--- src/rtl/fp_const_pkg.sv ---
// Shared floating-point angle constants, field widths and sequencer state encoding
// for the CORDIC range-reduction front end and rotation stages.
package fp_const_pkg;

    localparam int unsigned SIGN_W = 1;
    localparam int unsigned EXP_W  = 8;
    localparam int unsigned MANT_W = 23;
    localparam int unsigned FP_W   = SIGN_W + EXP_W + MANT_W;

    localparam logic [FP_W-1:0] PI_2  = 32'h3FC9_0FDB;
    localparam logic [FP_W-1:0] PI    = 32'h4049_0FDB;
    localparam logic [FP_W-1:0] PI3_2 = 32'h4096_CBE4;
    localparam logic [FP_W-1:0] PI2   = 32'h40C9_0FDB;

    typedef enum logic [2:0] {
        IDLE,
        RANGE,
        MID,
        FINE,
        DONE
    } fp_seq_state_e;

    function automatic logic fp_sign(input logic [FP_W-1:0] x);
        return x[FP_W-1];
    endfunction

    function automatic logic [FP_W-1:0] fp_abs(input logic [FP_W-1:0] x);
        return {1'b0, x[FP_W-2:0]};
    endfunction

endpackage

--- src/rtl/compare_floating_point.sv ---
// Single-precision greater-than comparator (gt = a > b strictly).
// NaN patterns order by their bit magnitude, so a positive NaN exceeds every finite value.
module compare_floating_point
    import fp_const_pkg::*;
(
    input  logic [FP_W-1:0] a,
    input  logic [FP_W-1:0] b,
    output logic            gt
);

    logic                   a_sign;
    logic                   b_sign;
    logic [FP_W-2:0]        a_mag;
    logic [FP_W-2:0]        b_mag;
    logic                   both_zero;

    assign a_sign    = fp_sign(a);
    assign b_sign    = fp_sign(b);
    assign a_mag     = a[FP_W-2:0];
    assign b_mag     = b[FP_W-2:0];
    assign both_zero = (a_mag == '0) && (b_mag == '0);

    always_comb begin
        gt = 1'b0;
        if (a_sign != b_sign) begin
            // +0 and -0 are equal, so neither exceeds the other
            gt = !a_sign && !both_zero;
        end else if (!a_sign) begin
            gt = a_mag > b_mag;
        end else begin
            gt = a_mag < b_mag;
        end
    end

endmodule

--- src/rtl/fp_quadrant_sequencer.sv ---
// Quadrant classifier for the CORDIC sin path: binary-searches the angle against
// pi/2, pi, 3pi/2, 2pi on one shared comparator. Optional counters: FP_QUAD_STATS_EN.
module fp_quadrant_sequencer
    import fp_const_pkg::*;
#(
    parameter bit NEG_IS_ERR = 1'b1
) (
    input  logic            clk,
    input  logic            rst_n,
    input  logic            in_valid,
    output logic            in_ready,
    input  logic [FP_W-1:0] in_angle,
    output logic            out_valid,
    input  logic            out_ready,
    output logic [FP_W-1:0] out_angle,
    output logic [1:0]      out_quadrant,
    output logic            out_sin_neg,
    output logic            out_mirror,
    output logic            out_err
`ifdef FP_QUAD_STATS_EN
    ,
    output logic [15:0]     stat_done,
    output logic [15:0]     stat_err
`endif
);

    fp_seq_state_e   state_q, state_d;
    logic [FP_W-1:0] angle_q, angle_d;
    logic [1:0]      quad_q, quad_d;
    logic            err_q, err_d;
    logic [FP_W-1:0] cmp_a;
    logic [FP_W-1:0] cmp_b;
    logic            gt;

    // The comparator only ever sees a non-negative operand; a set sign bit
    // is handled by the range check instead.
    assign cmp_a = fp_abs(angle_q);

    compare_floating_point u_cmp (
        .a  (cmp_a),
        .b  (cmp_b),
        .gt (gt)
    );

    always_comb begin
        state_d = state_q;
        angle_d = angle_q;
        quad_d  = quad_q;
        err_d   = err_q;
        cmp_b   = PI2;
        case (state_q)
            IDLE: begin
                if (in_valid) begin
                    angle_d = NEG_IS_ERR ? in_angle : fp_abs(in_angle);
                    quad_d  = '0;
                    err_d   = 1'b0;
                    state_d = RANGE;
                end
            end
            RANGE: begin
                cmp_b = PI2;
                if ((NEG_IS_ERR && fp_sign(angle_q)) || gt) begin
                    err_d   = 1'b1;
                    state_d = DONE;
                end else begin
                    state_d = MID;
                end
            end
            MID: begin
                cmp_b     = PI;
                quad_d[1] = gt;
                state_d   = FINE;
            end
            FINE: begin
                cmp_b     = quad_q[1] ? PI3_2 : PI_2;
                quad_d[0] = gt;
                state_d   = DONE;
            end
            DONE: begin
                if (out_ready) begin
                    state_d = IDLE;
                end
            end
            default: begin
                state_d = IDLE;
            end
        endcase
    end

    always_ff @(posedge clk or negedge rst_n) begin
        if (!rst_n) begin
            state_q <= IDLE;
            angle_q <= '0;
            quad_q  <= '0;
            err_q   <= 1'b0;
        end else begin
            state_q <= state_d;
            angle_q <= angle_d;
            quad_q  <= quad_d;
            err_q   <= err_d;
        end
    end

    assign in_ready     = (state_q == IDLE);
    assign out_valid    = (state_q == DONE);
    assign out_angle    = angle_q;
    assign out_quadrant = quad_q;
    assign out_sin_neg  = quad_q[1];
    assign out_mirror   = quad_q[0];
    assign out_err      = err_q;

`ifdef FP_QUAD_STATS_EN
    logic [15:0] stat_done_q, stat_done_d;
    logic [15:0] stat_err_q, stat_err_d;
    logic        retire;

    assign retire = (state_q == DONE) && out_ready;

    always_comb begin
        stat_done_d = stat_done_q;
        stat_err_d  = stat_err_q;
        if (retire) begin
            if (stat_done_q != '1) begin
                stat_done_d = stat_done_q + 16'd1;
            end
            if (err_q && (stat_err_q != '1)) begin
                stat_err_d = stat_err_q + 16'd1;
            end
        end
    end

    always_ff @(posedge clk or negedge rst_n) begin
        if (!rst_n) begin
            stat_done_q <= '0;
            stat_err_q  <= '0;
        end else begin
            stat_done_q <= stat_done_d;
            stat_err_q  <= stat_err_d;
        end
    end

    assign stat_done = stat_done_q;
    assign stat_err  = stat_err_q;
`endif

endmodule

--- config.mk ---
export PLATFORM = sky130hd
export DESIGN_NAME = fp_quadrant_sequencer
export DESIGN_NICKNAME = d
export VERILOG_FILES = /design/src/rtl/fp_const_pkg.sv /design/src/rtl/compare_floating_point.sv /design/src/rtl/fp_quadrant_sequencer.sv
export SDC_FILE = /design/constraint.sdc
export NUM_CORES = 1
export LEC_CHECK = 0
export ABC_AREA = 0
export ABC_CLOCK_PERIOD_IN_PS = 3000
export CORE_ASPECT_RATIO = 1.1
export CORE_MARGIN = 2
export CORE_UTILIZATION = 29
export DETAILED_ROUTE_END_ITERATION = 6
export GPL_TIMING_DRIVEN = 0
export PLACE_DENSITY_LB_ADDON = 0.2
export SYNTH_ARGS = -nofsm -noshare
export SYNTH_HDL_FRONTEND = slang
export SYNTH_SLANG_ARGS = --single-unit
--- constraint.sdc ---
create_clock -name clk -period 3 [get_ports clk]
set_input_delay 0.6 -clock clk [delete_from_list [all_inputs] [get_ports clk]]
set_output_delay 0.6 -clock clk [all_outputs]
set_load 0.005 [all_outputs]
==> summary.md, run 1 <==
| Metric | Value |
|---|---|
| DR WL/cell | 12.9 µm |
| Synth cell count leaders | nand2_1 (102), dfrtp_1 (38), ha_1 (18), a21oi_1 (9), nand3_1 (8) |
| Post-Synthesis Cell Area | 0.00211 mm² |
| Initial Utilization | 29.9% |
| Final slew viol count | 0 |
| CTS tree | built |
| Grt met3 use | 3.27% |
| Fillers | 757 |
| Clock Path Buffers | 2 |
| R2R depth | 9 |
| Pwr per Cell Area | 969 mW/mm² |
| Hpwl dp | 4.06 mm |
| Gpl congestion | 0.769 |
| Root Driver | clkbuf_8 |
| First-pass DRT Iterations | 4 |
| Worst path cell trace | nor2b_4 -> nand3_2 -> ha_1 -> nand4_1 -> or2_2 -> nor4_1 -> nand3_2 -> o31ai_2 -> a21o_1 |
| Core box area | 0.00705 mm² |
| Slowest stage cell, crit path | dfrtp_1 |
| RSZ-0062 raised after global routing | no |
| CP bufs+invs | 0 |
| Fin. Hold Viols | 0 |
| Most common cell in the netlist | nand2_1 |
| Rows | 32 |
| Seq/Total Area, Yosys | 45.1% |
| Grt met2 use | 21.9% |
| Leak | 1.49 nW |
| Drt initial violations | 90 |
| R2R Setup Slk | 0.25 ns |
| F_max | 0.364 GHz |
| Max Cap Viol | 0 |
| IO buf count | 74 |
| Hold_buf cts | 0 |
| Max_slew headroom | 43.1% |
| Outcome | finished, final reports clean |
| Layout Skew | 0.00391 ns |
| Cell Int Power | 1.93 mW |
| Met1 Use GR | 18.3% |
| Tot GR Track Use | 13.9% |
| H-tree depth | 2 |
| WL final | 5.39 mm |
| Minimum hold slack | 0.414 ns |
| Post-synthesis cell count | 249 |
| EDFF count, synth | 0 |
| Total gr overflow | 0 |
| Logic pwr share | 48.9% |
| CP max stage delay | 0.48 ns |
| NetSw | 1.09 mW |
| Minimum clock period | 2.75 ns |
| Share of layout cells above drive strength 1 | 7.21% |
| Final setup vio count | 0 |
| Synthesized flop and latch total | 38 |
| Reg-to-reg critical path endpoint | state_q[1] |
| Vias in the first global route | 1857 |
| Ys Warns | 0 |
| Critical Path RT | 3.23 ns |
| DRC viols | 0 |
| Worst EP arrival | 2.98 ns |
| Synth area leader | dfrtp_1 |
| ANT cells | 0 |
| Yosys top cell area share | 45.1% |
| DR vias | 1964 |
| TritonCTS Buffers | 5 |
| Synth async-reset ratio | 100% |
| Avg Cell Area, Syn | 8.46 µm² |
| P&R area growth vs syn | 48.0% |
| Slew @ Worst Pin | 0.853 ns |
| Ys flop type | dfrtp_1 |
| Post-Syn Nets | 303 |
| First-pass GRT wire length | 8.87 mm |
| Vias per cell | 4.70 |
| Reg-to-reg startpoint | state_q[0] |
| Total die area | 0.00796 mm² |
| Cell mode on critical path | nand3_2 |
| Max VDD drop | 0.332 mV |
| Initial antenna violation count | 0 |
| Area contributors post-synth | dfrtp_1 (45%), nand2_1 (18%), ha_1 (11%) |
| Crit Path Class | register to register |
| Final Cycle Share | 91.5% |
| Clock Sinks | 38 |
| Sequential Power Share | 33.3% |
| Reg clk slew, reported paths | 0.07 ns |
| Peak fanout along the critical path | 7 |
| IO Pins | 75 |
| Worst min path class | input port to async pin |
| Net Sw Frac | 36.2% |
| Top Usage Layer GRT | met2 |
| Setup_tns | 0 ns |
| Crit path launch type | register |
| Die Y | 93.4 µm |
| Die W | 85.3 µm |
| Antenna-violating nets left | 0 |
| Largest net degree at the start of global routing | 39 |
| Clock power frac | 17.9% |
| Nets | 386 |
| Later-pin clock latency in the skew report | 0.29 ns |
| CP endpoint kind | register |
| Synth cell types | 37 |
| Cell family with most CP delay | simple AND/OR/NAND/NOR gates |
[worst max-delay path by stage]
stage | start | endpoint | cells past startpoint
3_3_place_gp | state_q[0] | state_q[1] | 9
5_1_grt | state_q[0] | state_q[1] | 9
6_report | state_q[0] | state_q[1] | 9
4_1_cts | state_q[0] | state_q[1] | 9
3_5_place_dp | state_q[0] | state_q[1] | 9
2_1_floorplan | state_q[0] | state_q[1] | 9
[what timing repair did]
action	CTS	global route
resized for setup	1	2
setup buffers	0	2
cloned	0	0
hold endpoints to repair	0	0
pin swaps	0	0
endpoints found under the setup margin	1	5
[metrics by stage]
step	setup slack [ns]	instances	total power [mW]	utilization, %	area (µm²)
after floorplan	0.412	249	1.72	-	2110
after global placement	0.0104	408	2.46	41.9	2950
after detailed placement	-0.00246	408	2.50	41.9	2950
after CTS	0.0830	416	3.06	43.9	3090
after global routing	0.0778	418	3.30	44.3	3120
final	0.255	418	3.02	44.3	3120
[area by class of cell]
cell class	count	area, µm²	area share (%)
Inverter	7	26.3	0.842
Clock inverter	2	60.1	1.93
Clock buffer	6	82.6	2.65
Multi-Input combinational cell	193	1080	34.7
Tap cell	85	106	3.41
Sequential cell	38	951	30.5
Timing Repair Buffer	76	751	24.1
Buffer	11	60.1	1.93
[power groups by stage]
stage                     registers (mW)  clock network, mW  logic (mW)
after floorplan                    0.977                  0       0.739
after global placement              1.01                  0        1.45
after detailed placement            1.02                  0        1.48
after CTS                           1.01              0.556        1.49
after global routing                1.05              0.574        1.67
final                               1.01              0.540        1.48
[cells in the final DEF (no fill, tap or decap), drive strengths merged, types with 3 or more instances in the layout]
cell type,n
nor3,4
clkbuf,13
a21o,3
inv,7
a21oi,9
dfrtp,38
nand2,102
nand3,9
o21ai,10
nand2b,3
nand4,4
buf,7
clkdlybuf4s50,73
ha,18
nor2,6
[state kept, by name (all words and copies together), names as in the netlist]
signal,cells
out_quadrant,2
out_err,1
out_angle,32
state_q,3
[worst reg2reg max path, delay by kind of cell, from the launching register on]
family / cells / cell delay (ns)
DFF: 1 / 0.48
and+or+nand+nor: 6 / 1.49
AOI/OAI and AO/OA: 2 / 0.35
adders and majority gates: 1 / 0.36
[layer usage]
metal	wire [µm]	up-vias	share of wire [%]
met5	0	-	0
met2	2490	51	46
met4	103	0	1.9
met3	245	8	4.5
met1	2550	910	47
li1	-	995	-
[cells by family after synthesis]
| group | after synthesis | share of synthesized area [%] |
|---|---|---|
| AND/OR/NAND/NOR | 140 | 29.4 |
| flip-flops | 38 | 45.1 |
| AO/OA/AOI/OAI | 33 | 9.86 |
| buffers and inverters | 18 | 4.10 |
| adder cells (fa/ha/maj) | 18 | 10.7 |
| XOR/XNOR | 2 | 0.832 |
No activity file was read; power rests on OpenSTA's default activity.
==> run 2: changes to the inputs <==
Settings changed: CTS_CLUSTER_DIAMETER set to 30, GPL_TIMING_DRIVEN 0 to not set.
==> summary.md, run 2 (synthesized netlist as in run 1, its figures left out) <==
| Metric | Value |
|---|---|
| DP Area | 0.00293 mm² |
| Fillers | 721 |
| Pwr per Cell Area | 952 mW/mm² |
| Die Y | 93.4 µm |
| Placed cell count | 403 |
| WL final | 5.40 mm |
| Final WS setup | 0.312 ns |
| Final slew viol count | 0 |
| Antenna-violating nets left | 0 |
| Later-pin clock latency in the skew report | 0.30 ns |
| Sequential Power Share | 34.9% |
| Critical Path RT | 3.18 ns |
| Gpl congestion | 0.774 |
| Pre-CTS setup slack | 0.277 ns |
| Total gr overflow | 0 |
| Reg clk slew, reported paths | 0.08 ns |
| CTS tree | built |
| Minimum clock period | 2.69 ns |
| Final total power | 2.91 mW |
| Final Cell Area | 0.00305 mm² |
| Fin. Hold Viols | 0 |
| DR WL/cell | 13.1 µm |
| Post-CTS resize count | 0 |
| Cell Int Power | 1.81 mW |
| Layout Skew | 0.00769 ns |
| First-pass GRT wire length | 8.97 mm |
| DRC viols | 0 |
| Share of layout cells above drive strength 1 | 7.06% |
| IO Pins | 75 |
| Clock power frac | 15.2% |
| Initial antenna violation count | 0 |
| Net Sw Frac | 37.7% |
| Initial Utilization | 29.9% |
| Largest net degree at the start of global routing | 39 |
| Worst EP arrival | 2.86 ns |
| Vias in the first global route | 1946 |
| Hpwl dp | 4.08 mm |
| Max Cap Viol | 0 |
| Peak fanout along the critical path | 10 |
| IO buf count | 74 |
| Hold_buf cts | 0 |
| Leak | 1.45 nW |
| F_max | 0.372 GHz |
| RSZ-0062 raised after global routing | no |
| Slew @ Worst Pin | 0.876 ns |
| Max VDD drop | 0.363 mV |
| Die W | 85.3 µm |
| Tot GR Track Use | 14.1% |
| First-pass DRT Iterations | 4 |
| Crit path launch type | register |
| Number of flip-flops in the largest register | 32 |
| H-tree depth | 2 |
| Nets | 379 |
| Commonest non-fill, non-tap cell in the layout | nand2_1 |
| Root Driver | clkbuf_8 |
| Max_slew headroom | 41.6% |
| NetSw | 1.09 mW |
| Outcome | finished, final reports clean |
| Setup_tns | 0 ns |
| Worst min path class | input port to async pin |
| P&R area growth vs syn | 44.9% |
| Clock Sinks | 38 |
| Rows | 32 |
| Final setup vio count | 0 |
| Logic pwr share | 49.9% |
| Commonest cells after routing, fill and taps aside | nand2_1 (102), clkdlybuf4s50_1 (73), dfrtp_1 (38), ha_1 (18), a21oi_1 (9) |
| Vias per cell | 4.71 |
| Drt initial violations | 65 |
| Final Cycle Share | 89.6% |
| ANT cells | 0 |
| Crit Path Class | register to register |
| Fin cells | 411 |
| CP endpoint kind | register |
| DR vias | 1936 |
| # Post-CTS Setup Buffers | 0 |
| Clock Path Buffers | 2 |
| Total die area | 0.00796 mm² |
| TritonCTS Buffers | 5 |
| Core box area | 0.00705 mm² |
==> run 2: cell types whose count changed in the layout (fill, tap and decap cells not counted) <==
| cell | delta |
|---|---|
| bufinv_16 | -1 |
| nor2b_4 | -1 |
| buf_4 | +1 |
| clkbuf_1 | -7 |
| nor2b_1 | +1 |
| buf_6 | -1 |
| clkinvlp_4 | +2 |
| clkbuf_8 | -1 |
==> run 2: layer usage <==
metal / vias to the layer above / GRT usage (%) / routed length [µm]
met3: 8 / 3.62 / 304
met4: 0 / 5.29 / 94
li1: 983 / - / -
met5: - / 0 / 0
met2: 63 / 23.2 / 2510
met1: 882 / 17.8 / 2480
==> run 2: power by group through the flow <==
stage               sequential, mW  clock (mW)  combinational (mW)
global route                  1.06       0.477                1.65
detailed placement            1.03           0                1.46
finish                        1.01       0.441                1.45
floorplan                    0.977           0               0.739
global placement              1.03           0                1.43
CTS                           1.02       0.456                1.47
==> run 2: worst paths after layout <==
path	startpoint	to	slack, ns	cells after the start
worst max-delay path	state_q[1]	out_err	0.31	10
worst min-delay path	rst_n	out_angle[24]	0.42	1
worst max register to register	state_q[1]	out_err	0.31	10
worst min register to register	out_angle[7]	out_angle[7]	0.52	2
max in group asynchronous	rst_n	out_angle[22]	2.04	1
min in group clk	out_angle[7]	out_angle[7]	0.52	2
==> run 2: final cells by class <==
cell class	instances	area (µm²)	share of cell area, %
Multi-Input combinational cell	193	1070	35.2
Sequential cell	38	951	31.1
Timing Repair Buffer	80	781	25.6
Tap cell	85	106	3.48
Clock buffer	5	68.8	2.25
Clock inverter	3	45.0	1.48
Inverter	7	26.3	0.861
==> run 2: through the flow <==
stage                     utilization (%)  hold WS, ns
after CTS                            43.3        0.445
after detailed placement             41.6        0.498
after global routing                 43.3        0.483
after global placement               41.6        0.499
final                                43.3        0.421
after floorplan                         -        0.304
==> run 2: worst max-delay path: stages, from the launching register on <==
cell	delay (ns)
dfrtp_1	0.52
or3b_2	0.52
inv_1	0.11
ha_1	0.23
nand4_1	0.09
a21oi_1	0.06
a221oi_1	0.36
o21ai_0	0.18
a21oi_1	0.15
o31a_1	0.26
o21ai_1	0.10
==> run 3: changes to the inputs <==
Settings changed: SKIP_CTS_REPAIR_TIMING set to 1, SLEW_MARGIN set to 20.
==> results of run 3 <==
Final layout, timing and power as in run 2 (identical DEF).
